## config.mk

```make
export PLATFORM = sky130hd
export DESIGN_NAME = instr_encoder_loader
export DESIGN_NICKNAME = d
export VERILOG_FILES = /design/src/rtl/rv_isa_pkg.sv /design/src/rtl/instr_field_packer.sv /design/src/rtl/instr_encoder_loader.sv
export SDC_FILE = /design/constraint.sdc
export NUM_CORES = 1
export LEC_CHECK = 0
export CORE_MARGIN = 4
export CORE_UTILIZATION = 41
export CTS_BUF_LIST = sky130_fd_sc_hd__clkbuf_4 sky130_fd_sc_hd__clkbuf_8 sky130_fd_sc_hd__clkbuf_16
export CTS_CLUSTER_SIZE = 30
export DETAILED_ROUTE_END_ITERATION = 8
export PLACE_DENSITY = 0.83
export SLEW_MARGIN = 25
export SYNTH_ARGS = -nofsm -noshare
export SYNTH_HDL_FRONTEND = slang
export SYNTH_HIERARCHICAL = 1
export SYNTH_SLANG_ARGS = --single-unit
export TNS_END_PERCENT = 100
```

## constraint.sdc

```tcl
create_clock -name clk -period 2.6 [get_ports clk]
set_input_delay 0.65 -clock clk [delete_from_list [all_inputs] [get_ports clk]]
set_output_delay 0.65 -clock clk [all_outputs]
set_load 0.02 [all_outputs]
```

## src/rtl/rv_isa_pkg.sv

```systemverilog
// Shared RV32I encoding constants and the loader state type.
package rv_isa_pkg;

  typedef enum logic [2:0] {
    FMT_R = 3'd0,
    FMT_I = 3'd1,
    FMT_S = 3'd2,
    FMT_B = 3'd3,
    FMT_U = 3'd4,
    FMT_J = 3'd5
  } fmt_e;

  localparam logic [6:0] OP_REG    = 7'b0110011;
  localparam logic [6:0] OP_IMM    = 7'b0010011;
  localparam logic [6:0] OP_STORE  = 7'b0100011;
  localparam logic [6:0] OP_BRANCH = 7'b1100011;
  localparam logic [6:0] OP_LUI    = 7'b0110111;
  localparam logic [6:0] OP_JAL    = 7'b1101111;

  typedef enum logic [1:0] {
    ST_IDLE = 2'd0,
    ST_LOAD = 2'd1,
    ST_DONE = 2'd2
  } load_state_e;

endpackage

```

## src/rtl/instr_field_packer.sv

```systemverilog
// Combinational packer: decoded RV32I fields plus format code -> instruction word.
module instr_field_packer
  import rv_isa_pkg::*;
(
  input  logic [2:0]  fmt,
  input  logic [6:0]  opcode,
  input  logic [4:0]  rd,
  input  logic [2:0]  func3,
  input  logic [4:0]  rs1,
  input  logic [4:0]  rs2,
  input  logic [6:0]  func7,
  input  logic [31:0] imm,
  output logic [31:0] word,
  output logic        illegal
);

  // B and J immediates arrive as byte offsets, so bit 0 is dropped by the scramble.
  always_comb begin
    word    = '0;
    illegal = 1'b0;
    case (fmt)
      FMT_R:   word = {func7, rs2, rs1, func3, rd, opcode};
      FMT_I:   word = {imm[11:0], rs1, func3, rd, opcode};
      FMT_S:   word = {imm[11:5], rs2, rs1, func3, imm[4:0], opcode};
      FMT_B:   word = {imm[12], imm[10:5], rs2, rs1, func3, imm[4:1], imm[11], opcode};
      FMT_U:   word = {imm[31:12], rd, opcode};
      FMT_J:   word = {imm[20], imm[10:1], imm[11], imm[19:12], rd, opcode};
      default: illegal = 1'b1;
    endcase
  end

endmodule

```

## src/rtl/instr_encoder_loader.sv

```systemverilog
// Loads packed RV32I words into instruction memory, one per accepted field tuple.
module instr_encoder_loader
  import rv_isa_pkg::*;
#(
  parameter int ADDR_W    = 8,
  parameter int MAX_WORDS = 64,
  parameter int BASE_ADDR = 0,
  localparam int CW       = $clog2(MAX_WORDS + 1)
) (
  input  logic              clk,
  input  logic              rst_n,
  input  logic              start,
  input  logic              finish,
  input  logic              in_valid,
  output logic              in_ready,
  input  logic [2:0]        fmt,
  input  logic [6:0]        opcode,
  input  logic [4:0]        rd,
  input  logic [2:0]        func3,
  input  logic [4:0]        rs1,
  input  logic [4:0]        rs2,
  input  logic [6:0]        func7,
  input  logic [31:0]       imm,
  output logic              mem_we,
  output logic [ADDR_W-1:0] mem_addr,
  output logic [31:0]       mem_wdata,
  output logic [CW-1:0]     word_count,
  output logic              busy,
  output logic              done,
  output logic              fmt_err
);

  if ((BASE_ADDR % 4 != 0) ||
      (longint'(BASE_ADDR) + 4 * longint'(MAX_WORDS) > (longint'(1) << ADDR_W))) begin : g_param_chk
    $error("instr_encoder_loader: BASE_ADDR must be word aligned and the image must fit ADDR_W");
  end

  load_state_e state;
  logic [31:0] word;
  logic        illegal;
  logic        accept;

  instr_field_packer u_packer (
    .fmt    (fmt),
    .opcode (opcode),
    .rd     (rd),
    .func3  (func3),
    .rs1    (rs1),
    .rs2    (rs2),
    .func7  (func7),
    .imm    (imm),
    .word   (word),
    .illegal(illegal)
  );

  // word_count advances at accept, so it already counts the in-flight write.
  assign in_ready = (state == ST_LOAD) && (word_count < CW'(MAX_WORDS)) && !finish;
  assign accept   = in_valid && in_ready;

  always_ff @(posedge clk or negedge rst_n) begin
    if (!rst_n) begin
      state      <= ST_IDLE;
      busy       <= 1'b0;
      done       <= 1'b0;
      word_count <= '0;
      mem_we     <= 1'b0;
      mem_addr   <= '0;
      mem_wdata  <= '0;
      fmt_err    <= 1'b0;
    end else begin
      mem_we  <= 1'b0;
      fmt_err <= 1'b0;
      if (accept) begin
        if (illegal) begin
          fmt_err <= 1'b1;
        end else begin
          mem_we     <= 1'b1;
          mem_addr   <= ADDR_W'(BASE_ADDR + 4 * int'(word_count));
          mem_wdata  <= word;
          word_count <= word_count + CW'(1);
        end
      end
      // Leaving LOAD lines up with the write cycle ending, so DONE never overlaps mem_we.
      case (state)
        ST_LOAD: if (finish || (mem_we && word_count == CW'(MAX_WORDS))) begin
          state <= ST_DONE;
          busy  <= 1'b0;
          done  <= 1'b1;
        end
        default: ;
      endcase
      if (start) begin
        state      <= ST_LOAD;
        busy       <= 1'b1;
        done       <= 1'b0;
        word_count <= '0;
      end
    end
  end

endmodule
```

==> metrics.md <==
| Metric | Value |
|---|---|
| Hold-fix buffers, CTS | 0 |
| CTS tree | built |
| Initial Util | 0.4331 |
| Power per Cell Area | 586.3 nW/um2 |
| Commonest cells after routing, fill and taps aside | clkdlybuf4s50_1, dfrtp_1, mux2_2 |
| Crit path kind | primary input to output pin |
| Slowest stage delay, CP | 530 ps |
| Hold crit path type | primary input to asynchronous set/reset pin |
| Global-route wire length before repair | 11.38 mm |
| Initial antenna violation count | 0 |
| Die ar. | about 7700 um2 |
| Layout cells sized above 1 | 0.1861 |
| Post-Syn Area | 2625 um2 |
| XOR/XNOR share of the synthesized area | 0 |
| Worst-margin pin slew | 787.2 ps |
| Via density | 5.255 |
| Endpoints failing hold | 0 |
| IO Count | 124 |
| Largest family of logic cells by synthesized area | multiplexers |
| Tot GR Track Use | 0.1878 |
| Cts bufs inserted | 5 |
| Cell family with most CP delay | buffers and inverters |
| Reg clk slew, reported paths | around 90 ps |
| Number of synthesized register bits | 49 |
| GPL Wtd Cong | 0.8458 |
| Post-CTS Setup Inserts | 0 |
| Routed len/inst | between 15 and 20 um |
| P&R area growth vs syn | 53.43% |
| RSZ-0062 raised after global routing | no |
| Root Buffer Master | clkbuf_8 |
| # setup viols final | 0 |
| Critical-path top delay cell | or4b_4 |
| CTS H-tree lvls | 2 |
| Most common cell after layout, fill and taps aside | clkdlybuf4s50_1 |
| Register area share after synthesis | 0.4671 |
| Final period utilization | 0.9575 |
| Pre-antenna DRT Iters | 4 |
| Clock Latency Late Sink | 310 ps |
| Crit path buf inv count | 3 |
| Synth Area in Compound Gates | 0.1616 |
| Data required, critical path | 1950 ps |
| Total Power | between 2 and 2.5 mW |
| CP Data Arrival Time | approximately 1800 ps |
| Crit path time final | 2490 ps |
| Post-synth ARST share | 1.000 |
| Pleak | around 1.7 nW |
| CTS sink cnt | a little under 50 |
| Congestion Overflow GR | 0 |
| # diodes | 0 |
| Std-Cell Rows | 28 |
| CP Launch Type | primary input |
| Setup_tns | 0 ps |
| Worst-case clock buffer depth | 2 |
| Number of global-route vias before repair | about 2300 |
| Clk_skew | 13.31 ps |
| Die Y | 88.02 um |
| Die Wd | 88.02 um |
| Max Clk Rate | 401.7 MHz |
| Largest net degree at the start of global routing | 47 |
| Gate Count Post-Synth | between 200 and 250 |
| Mux contribution to synthesized area | 0.1845 |
| Initial DRC Count | 92 |
| Core region area | 6061 um2 |
| DP HPWL | 5.622 mm |
| Post-synthesis simple-gate area fraction | 0.1015 |
| Avg Cell Area, Syn | roughly 11 um2 |
| Fill cells | 493 |
| Ys Warns | 6 |
| Via count | 2286 |
| DRC viols | 0 |
| Maximum net fanout on the critical path | 3 |
| Port buffer count | roughly 120 |
| Critical-path cell list | clkdlybuf4s50_1, or4b_4, inv_4, buf_2 |
| Footprint of the multi-input gates | 1207 um2 |
| Post-synthesis cell type count | 42 |
| Post-synthesis adder-cell area fraction | 0.009533 |
| Dominant synthesized flop cell | dfrtp_1 |
| Nets | around 430 |
| VDD IR-drop max | 0.3920 mV |
| Slew Viols, Final | 0 |
| Drt total wl | 7.231 mm |
| Critical Path End Type | output pin |
| Post-synth EDFFs | 0 |
| Storage cell area | 1226 um2 |
| Max-cap check violation count | 0 |
| Max-slew headroom | 0.4741 |
| DRT antenna net count | 0 |
| Outcome | complete, no violations |
-- state kept, by name, indices dropped and copies added, names as in the netlist --
register	count
state	1
mem_addr	6
mem_we	1
mem_wdata	32
fmt_err	1
word_count	7
done	1
-- through the flow --
stage	worst slack, ps	instances	hold WS (ps)	cell area, um2	utilization
6_report	110.4	435	151.8	4028	0.6645
5_1_grt	64.18	435	147.0	4028	0.6645
4_1_cts	6.708	435	145.2	4034	0.6656
3_5_place_dp	-329.0	427	469.4	3938	0.6497
3_3_place_gp	-328.1	427	468.0	3938	0.6497
2_1_floorplan	445.8	233	354.4	2629	-
-- cell families after synthesis --
group | after synthesis
adders and majority gates | 2
DFF | 49
buffers and inverters | 31
AOI/OAI and AO/OA | 60
other | 1
muxes | 43
and+or+nand+nor | 46
-- timing repair --
action,4_1_cts,5_1_grt
gates resized for setup,3,1
endpoints found under the hold margin,0,0
setup endpoints to repair,1,1
-- report_power, final --
part	total (mW)	internal, mW	switching (mW)
registers	0.978	0.903	0.0749
logic	0.910	0.498	0.412
clock network	0.474	0.196	0.278
total	2.36	1.60	0.765
-- metal layers --
metal | global-route usage | part of all wire
met1 | 0.2343 | 0.40
met4 | 0.04670 | 0.013
met3 | 0.04704 | 0.086
met2 | 0.3267 | 0.50
met5 | 0 | 0
-- cell usage after synthesis (3+ instances only) --
library cell | instances | share of area
dfrtp_1 | 49 | 0.47
o31ai_1 | 3 | 0.0086
inv_1 | 13 | 0.019
buf_6 | 5 | 0.021
nand2_1 | 11 | 0.016
nor2b_1 | 5 | 0.012
nand3_1 | 5 | 0.0095
a22o_1 | 6 | 0.020
o2bb2ai_1 | 4 | 0.013
a21oi_1 | 4 | 0.0076
and2_1 | 7 | 0.017
nor2_1 | 6 | 0.0086
mux2i_1 | 3 | 0.011
mux2_1 | 7 | 0.030
o21ai_0 | 13 | 0.025
mux2_2 | 32 | 0.14
buf_4 | 3 | 0.0086
o22ai_1 | 7 | 0.017
a22oi_1 | 16 | 0.046
buf_2 | 4 | 0.0076
-- worst reg2reg max path: cells and delay by family (launching register included) --
kind,cells,cell delay [ps]
buf+inv,1,190
simple gates,2,880
flops,1,430
mux,1,360
-- cell type report --
cell class                      count  share of cell area
Sequential cell                    49              0.3044
Inverter                           15             0.01522
Multi-Input combinational cell    153              0.2998
Clock inverter                      3            0.006524
Tap cell                           75             0.02330
Clock buffer                        5             0.01709
Timing Repair Buffer              135              0.3336
-- worst paths after layout --
check | from | to | slack (ps) | depth (start not counted)
worst min-delay path | rst_n | mem_wdata[14] | 150 | 1
worst max-delay path | finish | in_ready | 110 | 4
max in group asynchronous | rst_n | mem_wdata[8] | 2010 | 2
min in group clk | mem_wdata[18] | mem_wdata[18] | 490 | 1
worst max register to register | word_count[6] | word_count[5] | 630 | 4
worst min register to register | mem_wdata[18] | mem_wdata[18] | 490 | 1
Power figures use the tool's default switching activity.
